**config.mk**
```make
export PLATFORM = sky130hd
export DESIGN_NAME = pixel_plot_arbiter
export DESIGN_NICKNAME = d
export VERILOG_FILES = /design/src/rtl/vga_draw_pkg.sv /design/src/rtl/rr_pick.sv /design/src/rtl/pixel_plot_arbiter.sv
export SDC_FILE = /design/constraint.sdc
export NUM_CORES = 1
export LEC_CHECK = 0
export ABC_CLOCK_PERIOD_IN_PS = 8600
export CAP_MARGIN = 15
export CORE_ASPECT_RATIO = 0.75
export CORE_UTILIZATION = 44
export CTS_CLUSTER_SIZE = 24
export DETAILED_ROUTE_END_ITERATION = 8
export GPL_TIMING_DRIVEN = 0
export PLACE_DENSITY = 0.87
export SYNTH_ARGS = -nofsm -noshare
export SYNTH_HDL_FRONTEND = slang
export SYNTH_SLANG_ARGS = --single-unit
export TNS_END_PERCENT = 100
```
**constraint.sdc**
```tcl
create_clock -name clk -period 8.6 [get_ports clk]
set_input_delay 2.58 -clock clk [delete_from_list [all_inputs] [get_ports clk]]
set_output_delay 2.58 -clock clk [all_outputs]
set_load 0.01 [all_outputs]
```
**src/rtl/vga_draw_pkg.sv**
```systemverilog
// ---------------------------------------------------------------------------
// vga_draw_pkg
// Shared definitions for the 160x120, 3-bit-colour VGA drawing subsystem.
// The arbiter and the drawing engines (clear, circle, ...) import this package.
//   H_RES_DEF / V_RES_DEF : default visible resolution
//   X_W / Y_W / COLOUR_W  : adapter bus widths
//   pixel_t               : one pixel write {x, y, colour}
//   on_screen()           : unsigned visibility test at full bus width
// ---------------------------------------------------------------------------
package vga_draw_pkg;

  localparam int unsigned H_RES_DEF = 160;
  localparam int unsigned V_RES_DEF = 120;
  localparam int unsigned X_W       = 8;
  localparam int unsigned Y_W       = 7;
  localparam int unsigned COLOUR_W  = 3;

  typedef struct packed {
    logic [X_W-1:0]      x;
    logic [Y_W-1:0]      y;
    logic [COLOUR_W-1:0] colour;
  } pixel_t;

  // Coordinates are zero-extended, so no x/y value is ever treated as negative.
  function automatic logic on_screen(input pixel_t p,
                                     input int unsigned h_res,
                                     input int unsigned v_res);
    return (32'(p.x) < h_res) && (32'(p.y) < v_res);
  endfunction

endpackage

```
**src/rtl/rr_pick.sv**
```systemverilog
// ---------------------------------------------------------------------------
// rr_pick
// Combinational round-robin picker: rotates the request vector so that bit
// 'ptr' comes first, finds the first set bit, and maps it back to an index.
//   req       : request bits
//   ptr       : highest-priority index this cycle (must be < N)
//   grant     : one-hot grant, zero when no request
//   grant_idx : index of the granted request (0 when none)
//   grant_any : at least one request present
// ---------------------------------------------------------------------------
module rr_pick #(
  parameter int N  = 3,
  parameter int IW = (N > 1) ? $clog2(N) : 1
) (
  input  logic [N-1:0]  req,
  input  logic [IW-1:0] ptr,
  output logic [N-1:0]  grant,
  output logic [IW-1:0] grant_idx,
  output logic          grant_any
);

  logic [N-1:0]  rot;
  logic [IW-1:0] ofs;

  // rot[i] is the request that sits i places after the pointer.
  always_comb begin
    int src;
    rot = '0;
    for (int i = 0; i < N; i++) begin
      src = i + int'(ptr);
      if (src >= N) src = src - N;
      rot[i] = req[src[IW-1:0]];
    end
  end

  // Scan downward so the lowest offset (closest to the pointer) wins.
  always_comb begin
    ofs       = '0;
    grant_any = 1'b0;
    for (int i = N - 1; i >= 0; i--) begin
      if (rot[i]) begin
        ofs       = IW'(i);
        grant_any = 1'b1;
      end
    end
  end

  always_comb begin
    int sum;
    sum = int'(ptr) + int'(ofs);
    if (sum >= N) sum = sum - N;
    grant_idx = grant_any ? IW'(sum) : '0;
  end

  generate
    for (genvar gi = 0; gi < N; gi++) begin : g_grant
      assign grant[gi] = grant_any && (grant_idx == IW'(gi));
    end
  endgenerate

endmodule

```
**src/rtl/pixel_plot_arbiter.sv**
```systemverilog
// ---------------------------------------------------------------------------
// pixel_plot_arbiter
// Shares the single pixel-write port of the VGA adapter among NUM_REQ drawing
// engines. Round-robin arbitration, optional per-requester lock for whole
// operations, off-screen pixel clipping with a saturating clip counter.
//   clk, rst          : clock, synchronous active-high reset
//   enable            : 0 = no grants, all state retained
//   req_valid/lock    : per-requester pixel offer / ownership request
//   req_x/y/colour    : packed per-requester pixel fields
//   req_ready         : one-hot grant (combinational)
//   x, y, colour, plot: registered pixel write to the adapter (latency 1)
//   owner_valid/id    : current lock owner
//   clip_count        : saturating count of discarded off-screen pixels
// ---------------------------------------------------------------------------
module pixel_plot_arbiter
  import vga_draw_pkg::*;
#(
  parameter int          NUM_REQ = 3,
  parameter int unsigned H_RES   = H_RES_DEF,
  parameter int unsigned V_RES   = V_RES_DEF
) (
  input  logic                         clk,
  input  logic                         rst,
  input  logic                         enable,
  input  logic [NUM_REQ-1:0]           req_valid,
  input  logic [X_W*NUM_REQ-1:0]       req_x,
  input  logic [Y_W*NUM_REQ-1:0]       req_y,
  input  logic [COLOUR_W*NUM_REQ-1:0]  req_colour,
  input  logic [NUM_REQ-1:0]           req_lock,
  output logic [NUM_REQ-1:0]           req_ready,
  output logic [X_W-1:0]               x,
  output logic [Y_W-1:0]               y,
  output logic [COLOUR_W-1:0]          colour,
  output logic                         plot,
  output logic                         owner_valid,
  output logic [2:0]                   owner_id,
  output logic [15:0]                  clip_count
);

  localparam int IW = $clog2(NUM_REQ);

  logic [IW-1:0]      ptr_reg, ptr_next;
  logic [IW-1:0]      owner_id_reg;
  logic               owner_valid_reg;
  logic [15:0]        clip_count_reg;
  pixel_t             pix_reg;
  logic               plot_reg;

  pixel_t             req_pix [NUM_REQ];
  pixel_t             sel_pix;
  logic [NUM_REQ-1:0] owner_mask, pick_req, grant;
  logic [IW-1:0]      grant_idx;
  logic               grant_any, grant_ok, xfer;
  logic               lock_g, owner_lock, sel_visible;

  generate
    for (genvar gi = 0; gi < NUM_REQ; gi++) begin : g_req
      assign req_pix[gi].x      = req_x[X_W*gi +: X_W];
      assign req_pix[gi].y      = req_y[Y_W*gi +: Y_W];
      assign req_pix[gi].colour = req_colour[COLOUR_W*gi +: COLOUR_W];
      assign owner_mask[gi]     = owner_valid_reg && (owner_id_reg == IW'(gi));
    end
  endgenerate

  // While a lock is held only the owner may be picked, even if it is idle.
  assign pick_req = owner_valid_reg ? (req_valid & owner_mask) : req_valid;

  rr_pick #(.N(NUM_REQ), .IW(IW)) u_pick (
    .req       (pick_req),
    .ptr       (ptr_reg),
    .grant     (grant),
    .grant_idx (grant_idx),
    .grant_any (grant_any)
  );

  assign grant_ok   = !rst && enable;
  assign req_ready  = grant_ok ? grant : '0;
  assign xfer       = grant_ok && grant_any;
  assign lock_g     = |(req_lock & grant);
  assign owner_lock = |(req_lock & owner_mask);

  always_comb begin
    sel_pix = '0;
    for (int i = 0; i < NUM_REQ; i++) begin
      if (grant[i]) sel_pix = req_pix[i];
    end
  end

  assign sel_visible = on_screen(sel_pix, H_RES, V_RES);
  assign ptr_next    = (grant_idx == IW'(NUM_REQ - 1)) ? '0 : grant_idx + IW'(1);

  always_ff @(posedge clk) begin
    if (rst) begin
      ptr_reg         <= '0;
      owner_valid_reg <= 1'b0;
      owner_id_reg    <= '0;
      clip_count_reg  <= '0;
      pix_reg         <= '0;
      plot_reg        <= 1'b0;
    end else begin
      plot_reg <= xfer && sel_visible;
      if (xfer && sel_visible) pix_reg <= sel_pix;
      if (xfer && !sel_visible && clip_count_reg != 16'hFFFF)
        clip_count_reg <= clip_count_reg + 16'd1;

      // Pointer stays put while the port is owned so that round-robin resumes
      // from where it stood when the lock was taken.
      if (xfer && !owner_valid_reg && !lock_g) ptr_reg <= ptr_next;

      // Taking a lock needs a transfer; dropping it does not. An owner that
      // transfers with lock low writes its pixel and releases on the same edge.
      if (xfer && lock_g) begin
        owner_valid_reg <= 1'b1;
        owner_id_reg    <= grant_idx;
      end else if (owner_valid_reg && !owner_lock) begin
        owner_valid_reg <= 1'b0;
        owner_id_reg    <= '0;
      end
    end
  end

  assign x           = pix_reg.x;
  assign y           = pix_reg.y;
  assign colour      = pix_reg.colour;
  assign plot        = plot_reg;
  assign owner_valid = owner_valid_reg;
  assign owner_id    = 3'(owner_id_reg);
  assign clip_count  = clip_count_reg;

endmodule

```
==> metrics.txt <==
outcome complete, no violations; Synth Register Bits 40; Clock Power Share between 10% and 20%; met3 routed WL 680 um; max reg flops 16; Residual DRC 0; WL met1 3710 um; # port buffers 103; synthesis warning total 0; I/O pins 105; CP Max Fanout 10; element type at the critical path end output pin; H-tree depth 2; register area ~800 um2; metal2 WL between 3000 and 4000 um; Worst path slowest cell fa_1; syn avg cell area 7.58 um2; Switching Fraction 42.3%; Inserted Diodes 0; f_max 0.119 GHz; maxcap violations 0; CORE AREA between 5000 and 6000 um2; GP Congestion 0.873; layout cell share with drive strength beyond 1 7.64%; Antenna Violating Nets Remaining 0; CP cell instances clkdlybuf4s50_1, nand2_1, a221o_1, o21ai_0, ha_1, inv_1, fa_1, inv_1, ha_1, nor2b_1, buf_6, o211a_4, clkbuf_8, and3_1, dlygate4sd2_1; HPWL after DPL 6390 um; Seq/Total Area, Yosys 30.5%; first-pass GRT wire length between 10000 and 15000 um; final net count 526; Leakage 1.38 nW; kind of critical path in -> out; Worst-Skew Late Latency 0.29 ns; Root Buffer clkbuf_8; largest area contributor in the netlist dfxtp_1; DR vias/cell approximately 5.7; Power Total approximately 880 uW; fill cell count 444; RSZ-0062 raised after global routing false; Syn Std Cell Area 2620 um2; post-route setup slack 0.188 ns; WHS 0.465 ns; P&R area growth vs syn 47.9%; Net Switching 371 uW; Reg power frac 26.5%; WP data arrival 5.83 ns; Die ar. 6280 um2; Via Count 3032; Post-Place Setup Slack -0.851 ns; largest net degree at the start of global routing 18; Post-Route WL 8380 um; Slew Viols, Final 0; Starting Density 47.5%; setup TNS 0 ns; cts bufs inserted 5; chip width 91.1 um; Tcrit/Tclk final 97.8%; CP max stage delay 0.52 ns; WP buf/inv 6; Setup violations, final 0; CTS clk-pin slew, worst paths 0.07 ns; worst hold path class reg -> reg; Unique masters post-synth 55; CTS tree yes; uppermost layer routed met4; total global routing overflow 0; P per Cell Area 226 nW/um2; Clock Sinks 40; Startpoint Class input port; EDFF count, synth 0; CP top delay family buffers and inverters; fin crit period 8.41 ns; vias in the first global route 2752; Rows 23; Mapped Nets 415; clk buf depth 2; Tot GR Track Use 26.1%; Area contributors post-synth dfxtp_1, o21ai_0, mux2i_1; asr flop ratio synth 0%; WL per Instance 15.7 um; drt first pass iters 4; Hold Vio Cnt, Final 0; Die Y just under 70 um; Synth top area share 30.5%; initial antenna violation count 0; peak supply drop ~0.15 mV; worst slew pin tran approximately 0.6 ns; Multi-input gate area 1690 um2; Int Pwr 506 uW; critical path required time 6.02 ns; Iteration-0 DRC Markers 184; Logic pwr share 58.8%; clock skew approximately 0.0084 ns; post-synthesis cell count 346; Slew headroom 59.9%; top_reg_cell synth dfxtp_1
-- power groups by stage --
stage / clock, mW / sequential [mW] / combinational (mW)
floorplan: 0 / 0.246 / 0.297
global placement: 0 / 0.235 / 0.472
detailed placement: 0 / 0.236 / 0.481
CTS: 0.129 / 0.232 / 0.492
global route: 0.138 / 0.236 / 0.553
finish: 0.129 / 0.233 / 0.516
-- cell usage in the layout (no fill, tap or decap), drive strengths merged, types with 4 or more instances in the layout --
master	n
buf	11
nand3	28
nor2b	4
ha	5
nand2	54
o211ai	4
dfxtp	40
or3	9
mux2i	23
or4	4
o31ai	5
a21oi	14
inv	11
o21ai	47
nor3	8
clkdlybuf4s50	100
clkbuf	23
nor2	17
-- cell families after synthesis --
logic type | after synthesis | share of synthesized area, %
simple gates | 148 | 28.1
other cells | 1 | 0.143
fa+ha+maj | 6 | 3.15
buf+inv | 35 | 5.63
xor+xnor | 1 | 0.334
mux | 26 | 10.5
compound gates | 89 | 21.6
flops | 40 | 30.5
-- metal layers --
layer,vias up,GRT usage (%)
met3,13,5.81
met1,1408,34.3
li1,1465,-
met2,146,43.9
met4,0,6.94
met5,-,0
-- synth_stat cells, types with 3 or more instances --
cell      number
nor2b_1        4
mux2i_1       22
o31ai_1        5
mux2_2         3
buf_2          4
dfxtp_1       40
nor3b_1        3
clkbuf_1      18
or3_1          9
inv_1         11
nand2_1       54
nor3_1         7
o211ai_1       4
nand3_1       28
a21oi_1       14
and2_1         3
nand4_1        3
o21ai_0       46
nor2_1        16
ha_1           5
nand3b_1       3
or2_2          3
or4_1          4
-- metrics by stage --
stage / instances / cell area (um2) / util, %
after floorplan: 346 / 2620 / -
final: 533 / 3880 / 70.2
after global routing: 533 / 3880 / 70.2
after global placement: 524 / 3750 / 67.8
after detailed placement: 524 / 3750 / 67.8
after CTS: 530 / 3850 / 69.7
-- cell type report --
class / instances / share of cell area, %
clock buffer: 8 / 2.32
tap: 75 / 2.42
multi-input combinational: 271 / 43.5
buffer: 19 / 2.48
timing repair buffer: 109 / 27.6
inverter: 11 / 1.06
sequential: 40 / 20.7
-- worst paths after layout --
kind | end | cells past startpoint | slack (ns) | startpoint
worst max-delay path | req_ready[2] | 15 | 0.19 | req_valid[1]
worst min-delay path | x[2] | 2 | 0.47 | x[2]
worst min register to register | x[2] | 2 | 0.47 | x[2]
worst max register to register | y[6] | 21 | 3.42 | ptr_reg[0]
-- worst reg2reg max path, stage by stage (launching register included) --
cell	delay (ns)
dfxtp_1	0.37
inv_1	0.07
ha_1	0.40
inv_1	0.11
nand2_1	0.06
o21ai_0	0.07
a221o_1	0.26
o21ai_0	0.15
ha_1	0.16
inv_1	0.04
fa_1	0.52
inv_1	0.05
ha_1	0.20
nor2b_1	0.14
buf_6	0.15
mux2i_4	0.26
buf_4	0.33
mux2i_1	0.32
a311oi_2	0.21
nor3_2	0.55
clkbuf_1	0.43
o21ai_0	0.17
-- what timing repair did --
item | in CTS | in global routing
hold buffers | 0 | 0
setup buffers | 1 | 5
resized for setup | 11 | 4
pin swaps | 0 | 2
setup endpoints to repair | 3 | 3
(Power assumes the default switching activity.)
